`config.mk`:
```
export PLATFORM = sky130hd
export DESIGN_NAME = divider
export DESIGN_NICKNAME = d
export VERILOG_FILES = /design/src/rtl/divider.sv
export SDC_FILE = /design/constraint.sdc
export NUM_CORES = 1
export LEC_CHECK = 0
export ABC_CLOCK_PERIOD_IN_PS = 3800
export CORE_MARGIN = 4
export CORE_UTILIZATION = 35
export CTS_CLUSTER_SIZE = 30
export DETAILED_ROUTE_END_ITERATION = 10
export SETUP_SLACK_MARGIN = 0.02
export SKIP_CTS_REPAIR_TIMING = 1
export SLEW_MARGIN = 0
export SYNTH_ARGS = -nofsm -noshare
export SYNTH_HDL_FRONTEND = slang
export SYNTH_SLANG_ARGS = --single-unit
```
`constraint.sdc`:
```
create_clock -name clk -period 3.8 [get_ports clk]
set_input_delay 0.95 -clock clk [delete_from_list [all_inputs] [get_ports clk]]
set_output_delay 0.95 -clock clk [all_outputs]
set_load 0.005 [all_outputs]
```
`src/rtl/divider.sv`:
```
// Sequential signed divider: restoring division on operand magnitudes, one
// quotient bit per clock, signs applied in a final fix-up cycle. Latency is
// fixed at WIDTH+1 clocks from the accept edge, including divide-by-zero.
//
// state | meaning
// IDLE  | waiting for start; results from the last operation held
// RUN   | WIDTH restoring steps, one quotient bit per clock
// FIX   | apply signs, register results, pulse done

module divider #(
    parameter int WIDTH = 32
) (
    input  logic             clk,
    input  logic             rst_n,
    input  logic             start,
    input  logic [WIDTH-1:0] in1,
    input  logic [WIDTH-1:0] in2,
    output logic [WIDTH-1:0] quotient,
    output logic [WIDTH-1:0] remainder,
    output logic             busy,
    output logic             done,
    output logic             div_by_zero
);

    if (WIDTH < 2) begin : g_bad_width
        $error("divider: WIDTH must be at least 2");
    end

    localparam int             CW        = $clog2(WIDTH + 1);
    localparam logic [CW-1:0]  LAST_STEP = CW'(WIDTH - 1);

    typedef enum logic [1:0] {
        IDLE = 2'd0,
        RUN  = 2'd1,
        FIX  = 2'd2
    } state_t;

    state_t           state_q, state_d;
    logic [CW-1:0]    count_q, count_d;
    logic [WIDTH-1:0] rem_q, rem_d;
    logic [WIDTH-1:0] dq_q, dq_d;
    logic [WIDTH-1:0] dvs_q, dvs_d;
    logic             neg_quot_q, neg_quot_d;
    logic             neg_rem_q, neg_rem_d;
    logic             dbz_q, dbz_d;
    logic [WIDTH-1:0] quotient_q, quotient_d;
    logic [WIDTH-1:0] remainder_q, remainder_d;
    logic             busy_q, busy_d;
    logic             done_q, done_d;
    logic             div_by_zero_q, div_by_zero_d;

    // Magnitudes: negating the most negative value wraps to 2^(WIDTH-1),
    // which is exactly its magnitude when read as unsigned.
    logic [WIDTH-1:0] in1_mag;
    logic [WIDTH-1:0] in2_mag;
    logic [WIDTH:0]   shifted;
    logic [WIDTH:0]   trial;
    logic [WIDTH-1:0] quot_signed;
    logic [WIDTH-1:0] rem_signed;

    // Operand magnitudes, restoring trial subtraction and sign fix-up values.
    always_comb begin
        in1_mag     = in1[WIDTH-1] ? -in1 : in1;
        in2_mag     = in2[WIDTH-1] ? -in2 : in2;
        // Partial remainder stays below the divisor magnitude, so the shifted
        // value fits in WIDTH+1 bits and its top bit only feeds the borrow.
        shifted     = {rem_q, dq_q[WIDTH-1]};
        trial       = shifted - {1'b0, dvs_q};
        quot_signed = neg_quot_q ? -dq_q : dq_q;
        rem_signed  = neg_rem_q ? -rem_q : rem_q;
    end

    // Next-state and datapath control.
    always_comb begin
        state_d       = state_q;
        count_d       = count_q;
        rem_d         = rem_q;
        dq_d          = dq_q;
        dvs_d         = dvs_q;
        neg_quot_d    = neg_quot_q;
        neg_rem_d     = neg_rem_q;
        dbz_d         = dbz_q;
        quotient_d    = quotient_q;
        remainder_d   = remainder_q;
        busy_d        = busy_q;
        done_d        = 1'b0;
        div_by_zero_d = div_by_zero_q;

        unique case (state_q)
            IDLE: begin
                if (start) begin
                    dq_d       = in1_mag;
                    dvs_d      = in2_mag;
                    neg_rem_d  = in1[WIDTH-1];
                    neg_quot_d = in1[WIDTH-1] ^ in2[WIDTH-1];
                    dbz_d      = (in2 == '0);
                    rem_d      = '0;
                    count_d    = '0;
                    busy_d     = 1'b1;
                    state_d    = RUN;
                end
            end
            RUN: begin
                if (!trial[WIDTH]) begin
                    rem_d = trial[WIDTH-1:0];
                end else begin
                    rem_d = shifted[WIDTH-1:0];
                end
                dq_d    = {dq_q[WIDTH-2:0], ~trial[WIDTH]};
                count_d = count_q + CW'(1);
                if (count_q == LAST_STEP) begin
                    state_d = FIX;
                end
            end
            FIX: begin
                // A zero divisor leaves |in1| as the remainder, so the signed
                // remainder is in1 itself; only the quotient needs forcing.
                quotient_d    = dbz_q ? '1 : quot_signed;
                remainder_d   = rem_signed;
                div_by_zero_d = dbz_q;
                done_d        = 1'b1;
                busy_d        = 1'b0;
                state_d       = IDLE;
            end
            default: begin
                state_d = IDLE;
                busy_d  = 1'b0;
            end
        endcase
    end

    // State and datapath registers; reset aborts any operation in flight.
    always_ff @(posedge clk or negedge rst_n) begin
        if (!rst_n) begin
            state_q       <= IDLE;
            count_q       <= '0;
            rem_q         <= '0;
            dq_q          <= '0;
            dvs_q         <= '0;
            neg_quot_q    <= 1'b0;
            neg_rem_q     <= 1'b0;
            dbz_q         <= 1'b0;
            quotient_q    <= '0;
            remainder_q   <= '0;
            busy_q        <= 1'b0;
            done_q        <= 1'b0;
            div_by_zero_q <= 1'b0;
        end else begin
            state_q       <= state_d;
            count_q       <= count_d;
            rem_q         <= rem_d;
            dq_q          <= dq_d;
            dvs_q         <= dvs_d;
            neg_quot_q    <= neg_quot_d;
            neg_rem_q     <= neg_rem_d;
            dbz_q         <= dbz_d;
            quotient_q    <= quotient_d;
            remainder_q   <= remainder_d;
            busy_q        <= busy_d;
            done_q        <= done_d;
            div_by_zero_q <= div_by_zero_d;
        end
    end

    assign quotient    = quotient_q;
    assign remainder   = remainder_q;
    assign busy        = busy_q;
    assign done        = done_q;
    assign div_by_zero = div_by_zero_q;

endmodule

```
==> run metrics <==
Netlist cell types=approximately 60; I/O pin count=134; gr usage total=roughly 17%; first-pass GRT wire length=47.5 mm; CTS root buf=clkbuf_16; TritonRoute pass-1 iters=5; slew margin rel.=about 35%; die height=184 um; Crit-path slowest cell=or4_4; synth-to-layout area growth=25.6%; worst slew pin tran=965 ps; WS Path Type=input pin to flop; crit path cell chain=clkdlybuf4s50_1 -> or4_4 -> or4_1 -> or3_1 -> or2_2 -> or3_4 -> o31ai_1 -> xor2_1 -> o21ai_0; Critical Path AT=3990 ps; crit path max fanout=4; Final min period=about 3700 ps; Post-synth EDFFs=0; DRC=0; pwr dens=slightly above 700 nW/um^2; Syn Nets=1,354; total chip power=about 9.7 mW; Post-DP Area=13,000 um^2; clk_skew=roughly 12 ps; Clock Pin Slew Worst Setup and Hold Paths=approximately 70 ps; Avg Synthesized Cell Area=8.70 um^2; R2R cell count=12; die width=approximately 180 um; via count=9,413; Final Util=~45%; Area contributors post-synth=dfrtp_1 40%, xor2_1 9.1%, o21ai_0 8.1%, nand2_1 5.6%, ha_1 4.3%; post-synth top area share=~40%; clock sink count=174; Startpoint Class=input pin; period utilization=approximately 97%; vias per cell=5.23; ant diodes=0; Primary FF master, synth=dfrtp_1; clk buf depth=2; number of antenna violations at the first check in global routing=0; Hold Vio Cnt, Final=0; FFs w/ async S/R, synth=100%; Final ANT Viol Nets=0; maximum operating frequency=270 MHz; clock latency on the worst-skew pair=~440 ps; vias in the first global route=8,972; gr ovfl total=0; Slew Viols, Final=0; share of layout cells above drive strength 1=9.11%; WHS Path Cells=2; Core Area=~30,000 um^2; largest net degree at the start of global routing=88; max cap viols=0; Crit path required time=4090 ps; # rows=64; Finished Cell Area=13,700 um^2; area leader, netlist=dfrtp_1; RSZ-0062 raised after global routing=yes; CTS tree=done; Initial Util=35.5%; path type of the worst min-delay path=flop to flop; H-tree Lvls=4; dpl hpwl=22.0 mm; warning count from the yosys run=0; final wirelength=a little under 30 mm; initial drt markers=590; final count of negative-setup-slack endpoints=0; Lkg Pwr=between 5 and 6 nW; Max rail drop VDD=roughly 0.45 mV; cell count after placement=1,769; slowest stage delay, CP=540 ps; synthesized area=10,900 um^2; synthesized flop and latch total=approximately 170; hold slack=476 ps; cells after synthesis=1,249; die area=33,900 um^2; Post-Layout Cell Count=1,801; Num CTS Buffers=17; Setup crit end kind=flop; I/O Buffers=133; register area share after synthesis=40.1%; drt wl/cell=~16 um; RD Place Congestion=0.894; Final nets=1,497; status=finished, final reports clean
## stage by stage
stage | TNS, ps | setup WS, ps
after floorplan | 0 | 220
after global placement | -4200 | -450
after detailed placement | -5040 | -492
after CTS | -32.2 | -22.5
after global routing | -17.2 | -17.2
final | 0 | 98.2
## cells in the final DEF (no fill, tap or decap), types with 4 or more instances in the layout
cell type and n:
dfrtp_1 174, a22oi_1 21, o31ai_1 34, o21ai_0 174, o21a_1 4, clkbuf_16 17, xor2_1 113, clkdlybuf4s50_1 132
or4_1 13, nand2_1 161, buf_4 59, nand2b_1 7, a21oi_1 74, o22ai_1 24, or3_1 19, o21bai_1 4
or3_4 6, nor3_1 12, inv_1 47, or2_2 6, nor2_1 60, nand3_1 14, a21o_1 10, and3_1 4
buf_12 4, a31oi_1 5, o211ai_1 5, ha_1 37, a32oi_1 11, nor2b_1 6, xnor2_1 36, mux2i_1 23
a22o_1 4, nor4_1 5, o41ai_1 11, o41ai_2 4, nand4_1 7
## flip-flops by register name, indices dropped and copies added (netlist names)
| name | cells |
|---|---|
| busy | 1 |
| state_q | 2 |
| dbz_q | 1 |
| done | 1 |
| remainder | 32 |
| quotient | 32 |
| count_q | 6 |
| div_by_zero | 1 |
| dvs_q | 32 |
| neg_quot_q | 1 |
| dq_q | 32 |
| rem_q | 32 |
| neg_rem_q | 1 |
## Yosys cell counts (all sizes together), types with 15 or more instances
cell / count
o21ai: 177
o41ai: 15
nand3: 15
nor2: 62
a22oi: 21
ha: 37
mux2i: 23
xnor2: 37
inv: 48
nand2: 162
o22ai: 24
o31ai: 38
a21oi: 75
dfrtp: 174
xor2: 113
or4: 16
or3: 25
clkbuf: 68
## path summary, 6_finish.rpt
path                                     from             to  slack [ps]
worst min register to register  remainder[23]  remainder[23]         480
worst min-delay path            remainder[23]  remainder[23]         480
max in group asynchronous               rst_n       dvs_q[9]        2430
worst max register to register       dq_q[31]      rem_q[28]         190
worst max-delay path                  in1[10]       dq_q[27]         100
min in group asynchronous               rst_n    quotient[9]         590
## kinds of logic (layout without fill, tap and decap cells)
family | count (synthesis) | in the layout | synth area share, %
adders and majority gates | 38 | 38 | 4.44
xor gates and xnor gates | 150 | 150 | 12.1
buffers and inverters | 121 | 277 | 4.20
muxes | 23 | 23 | 2.12
DFF | 174 | 174 | 40.1
AOI/OAI and AO/OA | 407 | 407 | 22.7
and+or+nand+nor | 336 | 336 | 14.4
## where the power goes
| group | internal (mW) | switching, mW | total (mW) |
|---|---|---|---|
| clock | 1.06 | 0.792 | 1.86 |
| sequential | 2.32 | 0.743 | 3.07 |
| combinational | 2.15 | 2.62 | 4.77 |
## metal layers
metal | share of wire, % | GRT usage, % | routed length [um]
met1 | 51 | 25.9 | 14900
met2 | 43 | 25.2 | 12500
met3 | 4.2 | 2.78 | 1230
met4 | 1.2 | 4.02 | 343
met5 | 0 | 0 | 0
## worst max-delay path, delay by kind of cell
family	cells	cell delay, ps
AO/OA/AOI/OAI	2	350
XOR/XNOR	1	180
buffers and inverters	1	420
AND/OR/NAND/NOR	5	2090
## area by class of cell
type,count,area (um^2)
clock inverters,14,181
inverters,49,184
well taps,396,495
multi-input cells,954,6150
clock buffers,18,439
repair buffers,196,1860
fillers,2984,16900
flip-flops and latches,174,4350
Power figures use the tool's default switching activity.
